`config.mk`:
```
export PLATFORM = sky130hd
export DESIGN_NAME = uba_csr_responder
export DESIGN_NICKNAME = d
export VERILOG_FILES = /design/src/rtl/uba_csr_responder.sv
export SDC_FILE = /design/constraint.sdc
export NUM_CORES = 1
export LEC_CHECK = 0
export CAP_MARGIN = 20
export CORE_ASPECT_RATIO = 1.5
export CORE_MARGIN = 2
export CORE_UTILIZATION = 55
export CTS_CLUSTER_DIAMETER = 30
export CTS_CLUSTER_SIZE = 40
export DETAILED_ROUTE_END_ITERATION = 16
export PLACE_DENSITY = 0.8
export SLEW_MARGIN = 0
export SYNTH_ARGS = -nofsm -noshare
export SYNTH_HDL_FRONTEND = slang
export SYNTH_SLANG_ARGS = --single-unit
```
`constraint.sdc`:
```
create_clock -name clk -period 2.4 [get_ports clk]
set_input_delay 0.24 -clock clk [delete_from_list [all_inputs] [get_ports clk]]
set_output_delay 0.24 -clock clk [all_outputs]
set_load 0.005 [all_outputs]
```
`src/rtl/uba_csr_responder.sv`:
```
// uba_csr_responder
//   Target for KS10 backplane cycles that the arbiter has granted. It decodes
//   the arbiter address word and matches it against one Unibus-style
//   register bank. It then inserts WAITS wait states and returns a one-cycle
//   acknowledge together with the read data.
//
//   Bit numbering: the port descriptions use KS10 numbering, where bit 0 is
//   the MSB and bit 35 is the LSB. The vectors here are declared [35:0], so
//   KS10 bit b corresponds to index [35-b]:
//     READ  KS2  -> [33]   WRITE KS5 -> [30]   IO KS8 -> [27]
//     ctrl  KS14:17 -> [21:18]   address KS18:35 -> [17:0]
//     index KS33:34 -> [2:1]     odd byte KS35 -> [0]
//
//   Register map (index):
//     0 CSR      18-bit R/W in the low half, upper half reads 0
//     1,2 scratch 36-bit R/W
//     3 counter  36-bit, free-running, a write loads it
//
//   Optional build macro UBA_CSR_INTR_EN
//     Adds the devINTR output, which is IE (CSR 0o100) & DONE (CSR 0o200).
//     When the counter wraps, DONE is set in hardware.
//
//   Ports:
//     clk       system clock
//     rst_n     asynchronous active-low reset
//     busREQI   arbiter request, held until acknowledged
//     busACKO   one-cycle acknowledge
//     busADDRI  arbiter address word
//     busDATAI  write data
//     busDATAO  read data, zero whenever busACKO is low
//     devINTR   interrupt request (only with UBA_CSR_INTR_EN)
//
//   BASEADDR must be 8-byte aligned. Its low three bits are not compared.

module uba_csr_responder #(
    parameter logic [3:0]  CTRL     = 4'd3,
    parameter logic [17:0] BASEADDR = 18'o763100,
    parameter logic [3:0]  WAITS    = 4'd2
) (
    input  logic        clk,
    input  logic        rst_n,
    input  logic        busREQI,
    output logic        busACKO,
    input  logic [35:0] busADDRI,
    input  logic [35:0] busDATAI,
    output logic [35:0] busDATAO
`ifdef UBA_CSR_INTR_EN
    ,
    output logic        devINTR
`endif
);

    localparam logic [1:0] S_IDLE = 2'd0;
    localparam logic [1:0] S_WAIT = 2'd1;
    localparam logic [1:0] S_ACK  = 2'd2;
    localparam logic [1:0] S_DONE = 2'd3;

    localparam logic [1:0] IDX_CSR = 2'd0;
    localparam logic [1:0] IDX_SC1 = 2'd1;
    localparam logic [1:0] IDX_SC2 = 2'd2;
    localparam logic [1:0] IDX_CNT = 2'd3;

    logic [1:0]  state_q, state_d;
    logic [3:0]  wcnt_q, wcnt_d;
    logic [1:0]  idx_q;
    logic        rd_q, wr_q;
    logic [35:0] wdata_q;

    logic [17:0] csr_q, csr_d;
    logic [35:0] scr1_q, scr2_q;
    logic [35:0] cnt_q, cnt_d;

    logic        hit;
    logic        capture;
    logic        commit;
    logic [35:0] rdata;

    // Address decode. The controller number, the bank base and an even byte
    // address must all match, and the cycle must be an IO cycle.
    assign hit = busADDRI[27]
               & (busADDRI[21:18] == CTRL)
               & (busADDRI[17:3] == BASEADDR[17:3])
               & ~busADDRI[0];

    assign capture = (state_q == S_IDLE) & busREQI & hit;
    assign commit  = (state_q == S_ACK) & wr_q;

    // These address-word bits carry nothing this target decodes.
    logic unused_addr_bits;
    assign unused_addr_bits = ^{busADDRI[35:34], busADDRI[32:31],
                                busADDRI[29:28], busADDRI[26:22]};

    always_comb begin
        state_d = state_q;
        wcnt_d  = wcnt_q;
        case (state_q)
            S_IDLE: begin
                if (capture) begin
                    wcnt_d  = WAITS;
                    state_d = (WAITS == 4'd0) ? S_ACK : S_WAIT;
                end
            end
            S_WAIT: begin
                if (wcnt_q <= 4'd1) begin
                    wcnt_d  = '0;
                    state_d = S_ACK;
                end else begin
                    wcnt_d = wcnt_q - 4'd1;
                end
            end
            S_ACK: begin
                state_d = S_DONE;
            end
            S_DONE: begin
                // The request must drop before a new cycle can start, so a
                // request that is still held cannot trigger a second one.
                if (!busREQI) begin
                    state_d = S_IDLE;
                end
            end
            default: begin
                state_d = S_IDLE;
            end
        endcase
    end

    always_ff @(posedge clk or negedge rst_n) begin
        if (!rst_n) begin
            state_q <= S_IDLE;
            wcnt_q  <= '0;
        end else begin
            state_q <= state_d;
            wcnt_q  <= wcnt_d;
        end
    end

    // The request is captured once. busADDRI and busDATAI are ignored for
    // the rest of the cycle.
    always_ff @(posedge clk or negedge rst_n) begin
        if (!rst_n) begin
            idx_q   <= '0;
            rd_q    <= 1'b0;
            wr_q    <= 1'b0;
            wdata_q <= '0;
        end else if (capture) begin
            idx_q   <= busADDRI[2:1];
            rd_q    <= busADDRI[33];
            wr_q    <= busADDRI[30];
            wdata_q <= busDATAI;
        end
    end

    // The counter always increments. A write in the same cycle takes
    // priority over the increment.
    always_comb begin
        if (commit && (idx_q == IDX_CNT)) begin
            cnt_d = wdata_q;
        end else begin
            cnt_d = cnt_q + 36'd1;
        end
    end

`ifdef UBA_CSR_INTR_EN
    logic cnt_wrap;
    assign cnt_wrap = ~(commit && (idx_q == IDX_CNT)) & (&cnt_q);
`endif

    always_comb begin
        csr_d = csr_q;
        if (commit && (idx_q == IDX_CSR)) begin
            csr_d = wdata_q[17:0];
        end
`ifdef UBA_CSR_INTR_EN
        // A wrap in the same cycle as a software write leaves DONE set.
        if (cnt_wrap) begin
            csr_d[7] = 1'b1;
        end
`endif
    end

    always_ff @(posedge clk or negedge rst_n) begin
        if (!rst_n) begin
            csr_q  <= '0;
            scr1_q <= '0;
            scr2_q <= '0;
            cnt_q  <= '0;
        end else begin
            csr_q <= csr_d;
            cnt_q <= cnt_d;
            if (commit && (idx_q == IDX_SC1)) begin
                scr1_q <= wdata_q;
            end
            if (commit && (idx_q == IDX_SC2)) begin
                scr2_q <= wdata_q;
            end
        end
    end

`ifdef UBA_CSR_INTR_EN
    logic intr_q;
    always_ff @(posedge clk or negedge rst_n) begin
        if (!rst_n) begin
            intr_q <= 1'b0;
        end else begin
            intr_q <= csr_q[6] & csr_q[7];
        end
    end
    assign devINTR = intr_q;
`endif

    always_comb begin
        case (idx_q)
            IDX_CSR: rdata = {18'b0, csr_q};
            IDX_SC1: rdata = scr1_q;
            IDX_SC2: rdata = scr2_q;
            default: rdata = cnt_q;
        endcase
    end

    // The register values read here are the pre-write contents. A
    // read-modify-write therefore returns the old value.
    assign busACKO  = (state_q == S_ACK);
    assign busDATAO = (busACKO && rd_q) ? rdata : '0;

endmodule

```
* Word-level counts from Yosys, hierarchy flattened *
Index checks and enable logic that the tools add are counted.
W data, S select, Z words.

operators by class
  add/subtract/negate cells = 2
  $lt $le $gt $ge = 1
  eq/ne operators = 11
  multiplexer cells = 10
  bitwise operators = 7
  reduce and logical (&&, ||, !) cells = 10

operators with widths
  operator                 count
  $pmux W36 S3             1
  $mux W36                 2
  $add A36 B1 Y36 const B  1
  $eq A15 B15 Y1 const B   1
  $eq A2 B2 Y1 const B     4
  $mux W4                  2
  $pmux W2 S4              1
  $pmux W4 S2              1
  $and A1 B1 Y1            6
  $mux W2                  3
  $ne A2 B2 Y1 const B     3
  $logic_and A1 B1 Y1      5
  $eq A2 B1 Y1 const B     2
  $eq A4 B2 Y1 const B     1
  $le A4 B1 Y1 const B     1
  $logic_not A2 Y1         2
  $sub A4 B1 Y4 const B    1
  $reduce_and A3 Y1        1
  $reduce_and A2 Y1        1
  $reduce_bool A2 Y1       1
  $not A1 Y1               1

storage, ports and cells
  register bits after elaboration = 172
  input bits = 75
  output and inout port bits = 37
  word-level logic and storage cells = 51

* Longest topological paths before layout *
  word-level depth = 7
  mapped depth = 9
  gate-level depth less buffers = 7

* Worst setup path before layout *
Ideal clock, no wire load.

  kind = register -> register
  start point = register state_q[0]
  end point = register state_q[1]
  setup time = 127 ps
  arrival time = 1997 ps
  slack = 276 ps
  stages on the path, launching flop included = 8
  path buffers = 0
  clock period less this slack = 2124 ps
  path through = dfrtp_1 inv_1 ha_1 nand4b_1 nor4_4 nand2_2 a222oi_1 mux2_1

on the way
  word-level cells in the longest chain between the ends = 5
  elaborated cells between the ends (all ways) = 11
  classes of those cells = eq/ne (6); mux (1); bitwise (2); reduce/logical (2)

RTL lines
  element                             line    text
  from (decl)                         63      logic [1:0] state_q, state_d;
  from (signal assigned)              132     state_q <= state_d;
  $logic_not A2 Y1                    85, 96
  $and A1 B1 Y1 (2 in a row)          85      assign capture = (state_q == S_IDLE) & busREQI & hit;
  $ne A2 B2 Y1 (no source line)       -
  $reduce_and A3 Y1 (no source line)  -

Several ways; a longest one is shown, not always the timed one.
A chain may end at the register's enable or synchronous reset.

* Final worst setup path *
  start point = register idx_q[0]
  end point = output port busDATAO[0]

on the way
  word-level cells in the longest chain between the ends = 3
  elaborated cells between the ends (all ways) = 5
  classes of those cells = eq/ne (2); mux (2); reduce/logical (1)

RTL lines
  element                               line  text
  from (decl)                           65    logic [1:0] idx_q;
  from (signal assigned)                146   idx_q <= busADDRI[2:1];
  $eq A2 B2 Y1 (tied with other cells)  212   case (idx_q)
  $pmux W36 S3 (*)                      212
  $mux W36 (*)                          223   assign busDATAO = (busACKO && rd_q) ? rdata : '0;
  to (decl)                             46    output logic [35:0] busDATAO

Every way passes the cells marked *; elsewhere a longest branch is shown, timed or not.

==> reports/results.tsv <==
metric	value	unit
grt_max_degree	65	
critPathCaptureType	primary output	
cp.depth	4	
tightest_slew	0.600	ns
finalCriticalPeriod	2.41	ns
synthCells	733	
grt_pass1_wl	32200	um
clock_latency	0.43	ns
reg2reg_setup_slack	0.16	ns
criticalPathCategory	reg -> out	
rsz0062_at_grt	yes	
yosysSeqAreaShare	52.4	%
violations	setup timing	
antenna_found_initial	1	
cts_made_buffers	17	
die_area	15900	um^2
synth_edf_count	0	
ys.flop_type	dfrtp_1	
routed_wl	19600	um
grt_usage	25.4	%
fp.dieW	104	um
cp.arrival	2.17	ns
gp_congestion	0.816	
maxCapViolations	0	
cts.clk_slew.worst_paths	0.07	ns
wire_per_inst	18.5	um
worst-path-buf-inv	2	
timing.rr.end	state_q[1]$_DFFE_PN0P_	
syn_to_final_growth	25.3	%
crit_family	buffers and inverters	
synth_warnings	0	
num_rows	54	
slowest_delay	0.53	ns
async_reset_ff_share	100	%
drive_gt1_share	24.4	%
start_util	56.2	%
synthDistinctLibCells	47	
syn_area	8210	um^2
multi_input_area	3760	um^2
ir_drop	0.399	mV
syn-num-nets	816	
drc	0	
critPathRequiredTime	2.16	ns
grt_overflow	0	
final_util	70.5	%
power_density	613	nW/um^2
timing.fmax	415	MHz
fin_nets	932	
finalSetupViolations	3	
avgSynthCellArea	11.2	um^2
first_iter_violations	300	
worst_slack	-0.00936	ns
reg2reg_from	state_q[1]$_DFFE_PN0P_	
crit_start	idx_q[0]$_DFFE_PN0P_	
vias	6052	
period_share	100	%
ctsRootBufferMaster	clkbuf_16	
reg2reg_depth	7	
synth_seq_cells	172	
htreeDepth	4	
cts_tree	done	
clock_path_buffers	2	
finalHoldViolations	0	
fin_hold_ws	0.335	ns
regArea	4310	um^2
grt_pass1_vias	6396	
p_leak	0.00504	uW
crit_chain	buf_4 > mux4_2 > nor2b_1 > clkdlybuf4s50_1	
io-pin-count	112	
slew_headroom	60.0	%
crit_path_start_kind	flop	
min_path_type	in -> reg	
drt-vias-per-instance	5.71	
finalMaxSlewViolations	0	
core-area	14600	um^2
crit_end	busDATAO[0]	
die_h	154	um
fin_skew	0.0130	ns
detail-route-antenna-nets	0	
cts.sinks	172	
path_max_fanout	6	
fill_cells	1051	
status	finished, violations left	
first_pass_iters	5	
critical-path-slowest-cell	mux4_2	
port_buffers	100	
dp_hpwl	12700	um
[per-layer routing]
layer | vias to the layer above | global-route usage (%) | share of wire, %
li1 | 2783 | - | -
met1 | 3085 | 29.5 | 39
met2 | 153 | 46.4 | 55
met3 | 31 | 5.43 | 4.3
met4 | 0 | 9.01 | 1.9
met5 | - | 0 | 0
[layout by cell type, fill, tap and decap left out, drive strengths merged, types with 2 or more instances in the layout]
master / Yosys / layout
clkinvlp: 0 / 2
or4: 2 / 2
buf: 8 / 34
mux4: 18 / 18
xnor2: 7 / 7
nor4: 3 / 3
nand3: 15 / 15
a22oi: 18 / 18
dfrtp: 172 / 172
clkbuf: 30 / 20
dlygate4sd2: 0 / 10
or3: 2 / 2
nand4b: 3 / 3
o21ai: 5 / 5
a31oi: 3 / 3
clkinv: 0 / 6
mux2: 110 / 110
nor2b: 19 / 19
nor3: 5 / 5
clkdlybuf4s50: 0 / 82
ha: 8 / 8
dlymetal6s2s: 0 / 7
xor2: 24 / 24
and3: 7 / 7
inv: 8 / 12
nand2: 136 / 136
nor2: 65 / 65
nand4: 17 / 17
a21oi: 32 / 32
[stage by stage]
stage	area, um^2	setup TNS [ns]	setup slack [ns]	instances	power [uW]
final	10300	-0.0168	-0.00936	1059	6300
after global routing	10300	-1.33	-0.0777	1059	6530
after CTS	10200	-0.0231	-0.0157	1054	6320
after detailed placement	9560	-0.0602	-0.0602	1019	3620
after global placement	9560	0	0.0760	1019	3560
after floorplan	8210	0	0.276	733	3320
[report_power, final]
part           internal [uW]  total, uW  switching [uW]  leakage (uW)
clock network           1510       2690            1190      0.000282
registers               2950       3010            59.8       0.00238
logic                    308        600             291       0.00238
total                   4760       6300            1540       0.00504
[cells in the mapped netlist (2+ instances only)]
| master | n | area share (%) |
|---|---|---|
| ha_1 | 8 | 1.2 |
| nor2_1 | 64 | 2.9 |
| nand4_1 | 17 | 1.3 |
| mux2_2 | 109 | 15 |
| nor2b_1 | 19 | 1.4 |
| inv_1 | 8 | 0.37 |
| mux4_2 | 18 | 4.9 |
| nand3_1 | 15 | 0.91 |
| nor3_2 | 2 | 0.24 |
| buf_2 | 6 | 0.37 |
| a21oi_1 | 32 | 2.0 |
| and3_1 | 7 | 0.53 |
| nor3_1 | 3 | 0.18 |
| xor2_1 | 24 | 2.6 |
| nand4b_1 | 3 | 0.32 |
| buf_1 | 2 | 0.091 |
| xnor2_1 | 7 | 0.75 |
| clkbuf_1 | 30 | 1.4 |
| dfrtp_1 | 172 | 52 |
| or3_1 | 2 | 0.15 |
| nand2_1 | 135 | 6.2 |
| a31oi_1 | 3 | 0.23 |
| or4_1 | 2 | 0.18 |
| o21ai_0 | 5 | 0.30 |
| a22oi_1 | 18 | 1.6 |
[flip-flops by register name, summed over array words and instances (netlist names)]
signal,flops
cnt_q,36
scr1_q,36
scr2_q,36
wdata_q,36
csr_q,18
wcnt_q,4
idx_q,2
state_q,2
rd_q,1
wr_q,1
[area by class of cell]
| cell class | count | area share [%] |
|---|---|---|
| diodes | 1 | 0.0243 |
| clock buffers | 19 | 4.40 |
| clock inverters | 13 | 1.28 |
| inverters | 8 | 0.292 |
| multi-input cells | 515 | 36.6 |
| flip-flops and latches | 172 | 41.9 |
| well taps | 196 | 2.38 |
| repair buffers | 135 | 13.2 |
[worst min-delay path, stage by stage]
cell	delay [ns]
clkdlybuf4s50_1	0.39
nand2_1	0.05
nand2_1	0.04
[worst min-delay path by stage]
stage / from / to / slack (ns) / depth (start not counted)
final: busDATAI[25] / wdata_q[25]$_DFFE_PN0P_ / 0.34 / 3
after global routing: busDATAI[25] / wdata_q[25]$_DFFE_PN0P_ / 0.34 / 3
after CTS: busDATAI[25] / wdata_q[25]$_DFFE_PN0P_ / 0.33 / 3
after detailed placement: rst_n / wcnt_q[3]$_DFFE_PN0P_ / 0.27 / 1
after global placement: rst_n / wcnt_q[0]$_DFFE_PN0P_ / 0.26 / 1
after floorplan: rst_n / cnt_q[0]$_DFF_PN0_ / -0.06 / 0
[timing repair]
item / CTS / global route
resized for setup: 18 / 18
setup endpoints to repair: 36 / 29
endpoints found under the hold margin: 61 / 0
buffers inserted: 2 / 2
hold buffers: 1 / 0
pin swaps: 0 / 3
gates cloned: 0 / 2
[cells by family (layout without fill, tap and decap cells)]
family          Yosys count  count (layout)  synth area share, %
compound gates           67              67                 5.08
xor+xnor                 31              31                 3.31
other cells               0               1                    0
fa+ha+maj                 8               8                 1.22
simple gates            280             280                 15.6
mux                     129             129                 20.1
flops                   172             172                 52.4
buf+inv                  46             175                 2.19
Note: power is estimated with default switching activity, not from simulation.
